**config.mk**
```make
export PLATFORM = sky130hd
export DESIGN_NAME = afifo_wr_arbiter_flat
export DESIGN_NICKNAME = d
export VERILOG_FILES = /design/src/rtl/afifo_wr_arbiter_if.sv /design/src/rtl/afifo_wr_arbiter.sv /design/src/flat_wrapper.sv
export SDC_FILE = /design/constraint.sdc
export NUM_CORES = 1
export LEC_CHECK = 0
export ABC_AREA = 1
export CORE_ASPECT_RATIO = 1.1
export CORE_MARGIN = 4
export CORE_UTILIZATION = 50
export CTS_CLUSTER_SIZE = 25
export DETAILED_ROUTE_END_ITERATION = 10
export DONT_BUFFER_PORTS = 1
export SYNTH_ARGS = -nofsm -noshare
export SYNTH_HDL_FRONTEND = slang
export SYNTH_SLANG_ARGS = --single-unit
export TNS_END_PERCENT = 100
```
**constraint.sdc**
```tcl
create_clock -name wclk -period 4.8 [get_ports wclk]
set_clock_uncertainty 0.15 [all_clocks]
set_input_delay 1.44 -clock wclk [delete_from_list [all_inputs] [get_ports wclk]]
set_output_delay 1.44 -clock wclk [all_outputs]
set_load 0.02 [all_outputs]
```
**src/rtl/afifo_wr_arbiter_if.sv**
```systemverilog
// Write-port bundle between the packet sources (master) and the FIFO write arbiter (slave).
interface afifo_wr_arbiter_if #(
  parameter int NREQ = 4,
  parameter int DW   = 8
);
  localparam int CW = $clog2(NREQ);

  logic [NREQ-1:0]    req_valid;
  logic [NREQ-1:0]    req_last;
  logic [NREQ*DW-1:0] req_data;
  logic [NREQ-1:0]    req_ready;
  logic               wfull;
  logic               winc;
  logic [DW-1:0]      wdata;
  logic [CW-1:0]      grant_id;
  logic               busy;

  modport master (
    output req_valid, req_last, req_data, wfull,
    input  req_ready, winc, wdata, grant_id, busy
  );

  modport slave (
    input  req_valid, req_last, req_data, wfull,
    output req_ready, winc, wdata, grant_id, busy
  );
endinterface

```
**src/rtl/afifo_wr_arbiter.sv**
```systemverilog
// Round-robin, packet-granular arbiter for the async FIFO write port; grant lands one cycle
// after request, beats then pass combinationally and stall while wfull is high.
module afifo_wr_arbiter #(
  parameter int NREQ      = 4,
  parameter int DW        = 8,
  parameter int MAX_BEATS = 16
) (
  input  logic               wclk,
  input  logic               wrst_n,
  afifo_wr_arbiter_if.slave  bus
);
  localparam int CW = $clog2(NREQ);
  localparam int BW = $clog2(MAX_BEATS + 1);

  typedef enum logic {IDLE, OWN} state_t;

  state_t          r_state;
  logic            r_busy;
  logic [CW-1:0]   r_grant;
  logic [CW-1:0]   r_rr_last;
  logic [BW-1:0]   r_cnt;

  logic            w_accept;
  logic            w_release;
  logic [CW-1:0]   w_pick;
  logic [BW-1:0]   w_cnt_nxt;

  // First valid source strictly after the previous owner, wrapping modulo NREQ.
  function automatic logic [CW-1:0] f_pick(input logic [NREQ-1:0] vld, input logic [CW-1:0] last);
    logic [CW-1:0] pick;
    logic          found;
    pick  = '0;
    found = 1'b0;
    for (int k = 1; k <= NREQ; k++) begin
      if (!found && vld[(int'(last) + k) % NREQ]) begin
        found = 1'b1;
        pick  = CW'((int'(last) + k) % NREQ);
      end
    end
    return pick;
  endfunction

  assign w_pick    = f_pick(bus.req_valid, r_rr_last);
  assign w_accept  = (r_state == OWN) & bus.req_valid[r_grant] & ~bus.wfull;
  assign w_cnt_nxt = r_cnt + BW'(1);
  assign w_release = w_accept & (bus.req_last[r_grant] | (w_cnt_nxt == BW'(MAX_BEATS)));

  assign bus.winc      = w_accept;
  assign bus.wdata     = bus.req_data[int'(r_grant) * DW +: DW];
  assign bus.req_ready = ((r_state == OWN) && !bus.wfull) ? (NREQ'(1) << r_grant) : '0;
  assign bus.grant_id  = r_grant;
  assign bus.busy      = r_busy;

  always_ff @(posedge wclk or negedge wrst_n) begin
    if (!wrst_n) begin
      r_state   <= IDLE;
      r_busy    <= 1'b0;
      r_grant   <= '0;
      r_cnt     <= '0;
      r_rr_last <= CW'(NREQ - 1);
    end else begin
      case (r_state)
        IDLE: begin
          if (|bus.req_valid) begin
            r_grant   <= w_pick;
            r_rr_last <= w_pick;
            r_cnt     <= '0;
            r_state   <= OWN;
            r_busy    <= 1'b1;
          end
        end
        OWN: begin
          if (w_accept) begin
            r_cnt <= w_cnt_nxt;
            // A release always passes through IDLE, so the next pick sees rr_last = this owner.
            if (w_release) begin
              r_state <= IDLE;
              r_busy  <= 1'b0;
            end
          end
        end
      endcase
    end
  end
endmodule

```
**src/flat_wrapper.sv**
```systemverilog
// flat-port wrapper written by rule: the top's interface ports become plain ports
module afifo_wr_arbiter_flat 
#(
  parameter int NREQ      = 4,
  parameter int DW        = 8,
  parameter int MAX_BEATS = 16
)
  (wclk, wrst_n, bus_req_valid, bus_req_last, bus_req_data, bus_wfull, bus_req_ready, bus_winc, bus_wdata, bus_grant_id, bus_busy);
  afifo_wr_arbiter_if #(.NREQ(NREQ), .DW(DW)) bus_i ();
  input  logic wclk;
  input  logic wrst_n;
  input wire logic [$bits(bus_i.req_valid)-1:0] bus_req_valid;
  input wire logic [$bits(bus_i.req_last)-1:0] bus_req_last;
  input wire logic [$bits(bus_i.req_data)-1:0] bus_req_data;
  input wire logic [$bits(bus_i.wfull)-1:0] bus_wfull;
  output wire logic [$bits(bus_i.req_ready)-1:0] bus_req_ready;
  output wire logic [$bits(bus_i.winc)-1:0] bus_winc;
  output wire logic [$bits(bus_i.wdata)-1:0] bus_wdata;
  output wire logic [$bits(bus_i.grant_id)-1:0] bus_grant_id;
  output wire logic [$bits(bus_i.busy)-1:0] bus_busy;
  assign bus_i.req_valid = bus_req_valid;
  assign bus_i.req_last = bus_req_last;
  assign bus_i.req_data = bus_req_data;
  assign bus_i.wfull = bus_wfull;
  assign bus_req_ready = bus_i.req_ready;
  assign bus_winc = bus_i.winc;
  assign bus_wdata = bus_i.wdata;
  assign bus_grant_id = bus_i.grant_id;
  assign bus_busy = bus_i.busy;
  afifo_wr_arbiter #(.NREQ(NREQ), .DW(DW), .MAX_BEATS(MAX_BEATS)) u_core (.wclk(wclk), .wrst_n(wrst_n), .bus(bus_i));
endmodule
```
# --- Word-level counts from Yosys, hierarchy flattened ---
# Index checks and enable logic that the tools add are counted.
op_classes:
  bitwise: 10
  reduce_logical: 16
  n_eq_ne: 4
  order_cmp: 5
  add_sub_neg: 5
  n_shift: 2
  muxes: 35
op_table:
  columns: ["cell", "count"]
  rows:
  - ["32-bit by 6-bit indexed part select with 8-bit output", 1]
  - ["1-bit 2-to-1 mux", 19]
  - ["3-bit by 4-bit less-than comparator with 1-bit output, second input constant", 4]
  - ["1-bit binary-select mux with 2-bit select", 6]
  - ["5-bit 2-to-1 mux", 2]
  - ["5-bit one-hot mux with 2 select lines", 1]
  - ["2-bit 2-to-1 mux", 4]
  - ["2-bit OR reduction", 4]
  - ["5-bit by 1-bit adder with 5-bit output, second input constant", 1]
  - ["5-bit equality test, second input constant", 1]
  - ["2-bit by 1-bit adder with 2-bit output, second input constant", 2]
  - ["2-bit adder, second input constant", 2]
  - ["1-bit bitwise AND, first input constant", 4]
  - ["1-bit logical AND", 4]
  - ["1-bit zero test", 4]
  - ["4-bit 2-to-1 mux", 1]
  - ["2-bit != test, second input constant", 2]
  - ["1-bit one-hot mux with 2 select lines", 2]
  - ["2-bit AND reduction", 2]
  - ["4-bit OR reduction", 1]
  - ["1-bit by 2-bit << shifter with 4-bit output, first input constant", 1]
  - ["1-bit bitwise AND", 3]
  - ["2-bit by 3-bit less-than comparator with 1-bit output, second input constant", 1]
  - ["3-bit AND reduction", 1]
  - ["3 further kinds", 4]
word_totals:
  reg_bits: 11
  word_cells: 82
  in_bits: 43
  output_inout_bits: 16

# --- Longest topological paths before layout ---
depth:
  ltp_word: 16
  depth_mapped: 11
  ltp_nobuf: 11

# --- Worst setup path before layout ---
# OpenSTA, ideal clock, no wires.
synth_path:
  kind: "input-to-output"
  start: "input bus_wfull"
  end: "output bus_req_ready[0]"
  arrival_ps: 1999
  path_slack_ps: 1211
  path_stages: 3
  required_time_ps: 3210
  n_path_buf: 0
  path_cell_list: "nor2_1 -> clkinv_2 -> nor2_1"
synth_between:
  elab_chain_len: 3
synth_lines:
  columns: ["element", "line", "source"]
  rows:
  - ["from (decl)", "flat_wrapper.sv:15", "input wire logic [$bits(bus_i.wfull)-1:0] bus_wfull;"]
  - ["1-bit zero test", "afifo_wr_arbiter.sv:50", "assign bus.req_ready = ((r_state == OWN) && !bus.wfull) ? (NREQ'(1) << r_grant) : '0;"]
  - ["1-bit logical AND", "afifo_wr_arbiter.sv:50", null]
  - ["4-bit 2-to-1 mux", "afifo_wr_arbiter.sv:50", null]
  - ["to (decl)", "flat_wrapper.sv:16", "output wire logic [$bits(bus_i.req_ready)-1:0] bus_req_ready;"]
# Every way passes these cells.

# --- Final worst setup path ---
# Same ends and word-level chain as after synthesis.

==> flow_summary.yaml <==
worst_setup_path:
  worstReg2RegStart: "u_core.r_rr_last[0]"
  worstPathArrival_ns: 2.04
  reg2reg_to: "u_core.bus.grant_id[0]"
  cp-end-kind: "output pin"
  r2r_setup_slack_ns: 2.92
  cp_max_fo: 5
  required_ns: 3.21
  criticalPathCategory: "in -> out"
  ff2ff_path_depth: 11
  startpoint_type: "input pin"
timing:
  slew_viol_final: 0
  final.setup.tns_ns: 0
  fin_crit_sh_pct: 75.56
  period_minus_slack_ns: 3.627
  setup_violations: 0
  grt_setup_unrepaired: "no"
  final.setup.worst_slack_ns: 1.173
  slew_headroom_pct: 74.45
  fmax_mhz: 275.7
  finalHoldViolations: 0
  tightest_slew_ns: 0.3819
synthesis:
  synth_xor_area_share_pct: 2.273
  muxShareOfSynthArea_pct: 0
  synth_top_family_by_area: "simple AND/OR/NAND/NOR gates"
  syn-instance-count: 158
  ys_warn_count: 0
  syn_nets: 203
  syn_area_mm2: 0.001156
  avgSynthCellArea_um2: 7.317
  yosysUniqueCellTypes: 26
  ys_ff_latch: 11
  yosys.area_share.simple_pct: 45.78
  ys_seq_area_share_pct: 24.03
  synth_compound_area_share_pct: 18.51
  synth_fa_ha_area_share_pct: 2.165
cts:
  clk_pin_slew_ns: 0.07
  holdBufCountCts: 0
  cts-root-buf: "clkbuf_4"
  clock_latency_ns: 0.27
  cts.path.max_buffers: 2
  cts_made_buffers: 3
  cts.sink_count: 11
  cts_tree: "yes"
  htreeDepth: 1
  post_cts_buffers: 0
  ctsResizeCount: 0
placement:
  dp_slack_ns: 1.159
  place.gp.congestion: 0.7845
  dp_cells: 187
  port_buffers: 0
  hpwl_mm: 2.255
detailed_routing:
  antenna_left: 0
  drtIter0Drc: 10
  drc: 0
  wirelength_mm: 2.693
  routed_via_density: 5.534
  num_vias: 1057
  first_pass_iters: 6
  route.detailed.wl_per_inst_um: 14.10
power:
  power.density_mw_per_mm2: 699.9
  ir_drop_v: 0.0003619
  p_leak_nw: 0.5931
grt:
  grt_pass1_vias: 1019
  gr-usage-all-layers_pct: 18.06
  antenna_found_initial: 0
  grt_pass1_wl_mm: 4.312
  grt_max_degree: 12
  overflow: 0
cells_and_area:
  fin_nets: 207
  antenna_cells: 0
  drive_above_1_share_pct: 29.19
  seqCellArea_um2: 277.8
  finalNonFillerCells: 191
  fill_cells: 227
  multiInputGateArea_um2: 794.5
  syn_to_final_growth_pct: 4.546
min_path:
  whs_endpoint: "u_core.r_cnt[4]"
  hold_class: "reg -> reg"
  hold_depth: 2
  min_from: "u_core.r_cnt[4]"
floorplan:
  die_w_um: 53.85
  die_area_mm2: 0.003146
  ios: 59
  initial_utilization_pct: 51.85
  coreArea_mm2: 0.002230
  die_h_um: 58.43
  rows: 18
status:
  status: "completed"
flow_run:
  drv_cap: 0
==> kinds of logic (layout without fill, tap and decap cells) <==
group,after synthesis,after routing
AOI/OAI and AO/OA,28,28
xor gates and xnor gates,3,3
adders and majority gates,2,2
buffers and inverters,20,23
DFF,11,11
and+or+nand+nor,94,94
==> area by class of cell <==
class                   instances  share of cell area (%)
clock buffers                   4                   2.174
inverters                      19                   6.004
multi-input cells             127                   65.73
flip-flops and latches         11                   22.98
well taps                      30                   3.106
==> synthesized netlist by cell type, drive strengths merged <==
master   n  area share, %
xor2     1           0.76
dfrtp    9             19
a21oi    1           0.43
nor2    12            8.7
clkinv   1           0.43
buf      1           0.97
nand3   11            4.8
xnor2    2            1.5
nand2   63             27
a21boi   2            1.3
o22ai    2            2.2
or2      2            1.1
a22oi   14            9.1
o21ai    9            5.5
ha       2            2.2
nor4     1            1.8
inv     18            5.8
dfstp    2            4.5
nand4    5            2.7
==> worst max path at each step <==
stage,from,to,slack (ns),cells after the start
6_report,bus_wfull,bus_req_ready[0],1.17,3
5_1_grt,bus_wfull,bus_req_ready[0],1.12,3
4_1_cts,bus_wfull,bus_req_ready[0],1.16,3
3_5_place_dp,bus_wfull,bus_req_ready[0],1.16,3
3_3_place_gp,bus_wfull,bus_req_ready[0],1.16,3
2_1_floorplan,bus_wfull,bus_req_ready[0],1.21,3
==> critical path: stages <==
cell and delay [ns]:
nor2_1 0.12, clkinv_2 0.14, nor2_1 0.33
==> cells in the final DEF, fill, tap and decap left out <==
| cell | Yosys | final |
|---|---|---|
| a21boi_1 | 2 | 2 |
| nor4_4 | 1 | 1 |
| nor2_4 | 3 | 3 |
| nand2_2 | 17 | 17 |
| inv_1 | 13 | 13 |
| a22oi_1 | 14 | 14 |
| nand3_1 | 11 | 11 |
| dfrtp_1 | 9 | 9 |
| o21ai_1 | 3 | 3 |
| nand2_4 | 4 | 4 |
| o21ai_0 | 1 | 1 |
| xor2_1 | 1 | 1 |
| inv_2 | 5 | 5 |
| a21oi_1 | 1 | 1 |
| nand2_1 | 42 | 42 |
| nand4_1 | 5 | 5 |
| ha_1 | 2 | 2 |
| o21ai_2 | 5 | 5 |
| xnor2_1 | 2 | 2 |
| clkinv_2 | 1 | 1 |
| dfstp_2 | 2 | 2 |
| clkbuf_4 | 0 | 3 |
| nor2_1 | 7 | 7 |
| or2_2 | 2 | 2 |
| o22ai_2 | 2 | 2 |
| nor2_8 | 2 | 2 |
| clkbuf_1 | 0 | 1 |
==> flip-flops by register name, summed over array words and instances (netlist names) <==
name,count
u_core.r_cnt,5
u_core.bus.grant_id,2
u_core.r_rr_last,2
u_core.bus.busy,1
u_core.r_state,1
==> per-stage QoR <==
step	power (W)	hold WS (ns)	utilization, %	instance area (um^2)
floorplan	0.0007080	0.3315	-	1156
global placement	0.0007807	0.3485	53.03	1182
detailed placement	0.0007926	0.3618	53.03	1182
CTS	0.0008582	0.3778	54.21	1209
global route	0.0009300	0.4167	54.21	1209
finish	0.0008460	0.3768	54.21	1209
==> routing by layer <==
layer | track usage, % | wire length [um]
met5 | 0 | 0
met4 | 7.664 | 40
met3 | 3.544 | 201
met2 | 30.97 | 1351
met1 | 21.39 | 1099
==> where the power goes <==
| part | internal (W) | total, W | switching (W) |
|---|---|---|---|
| sequential | 0.000137 | 0.000213 | 0.0000754 |
| combinational | 0.000185 | 0.000571 | 0.000386 |
| clock | 0.0000322 | 0.0000618 | 0.0000296 |
(Power assumes the default switching activity.)
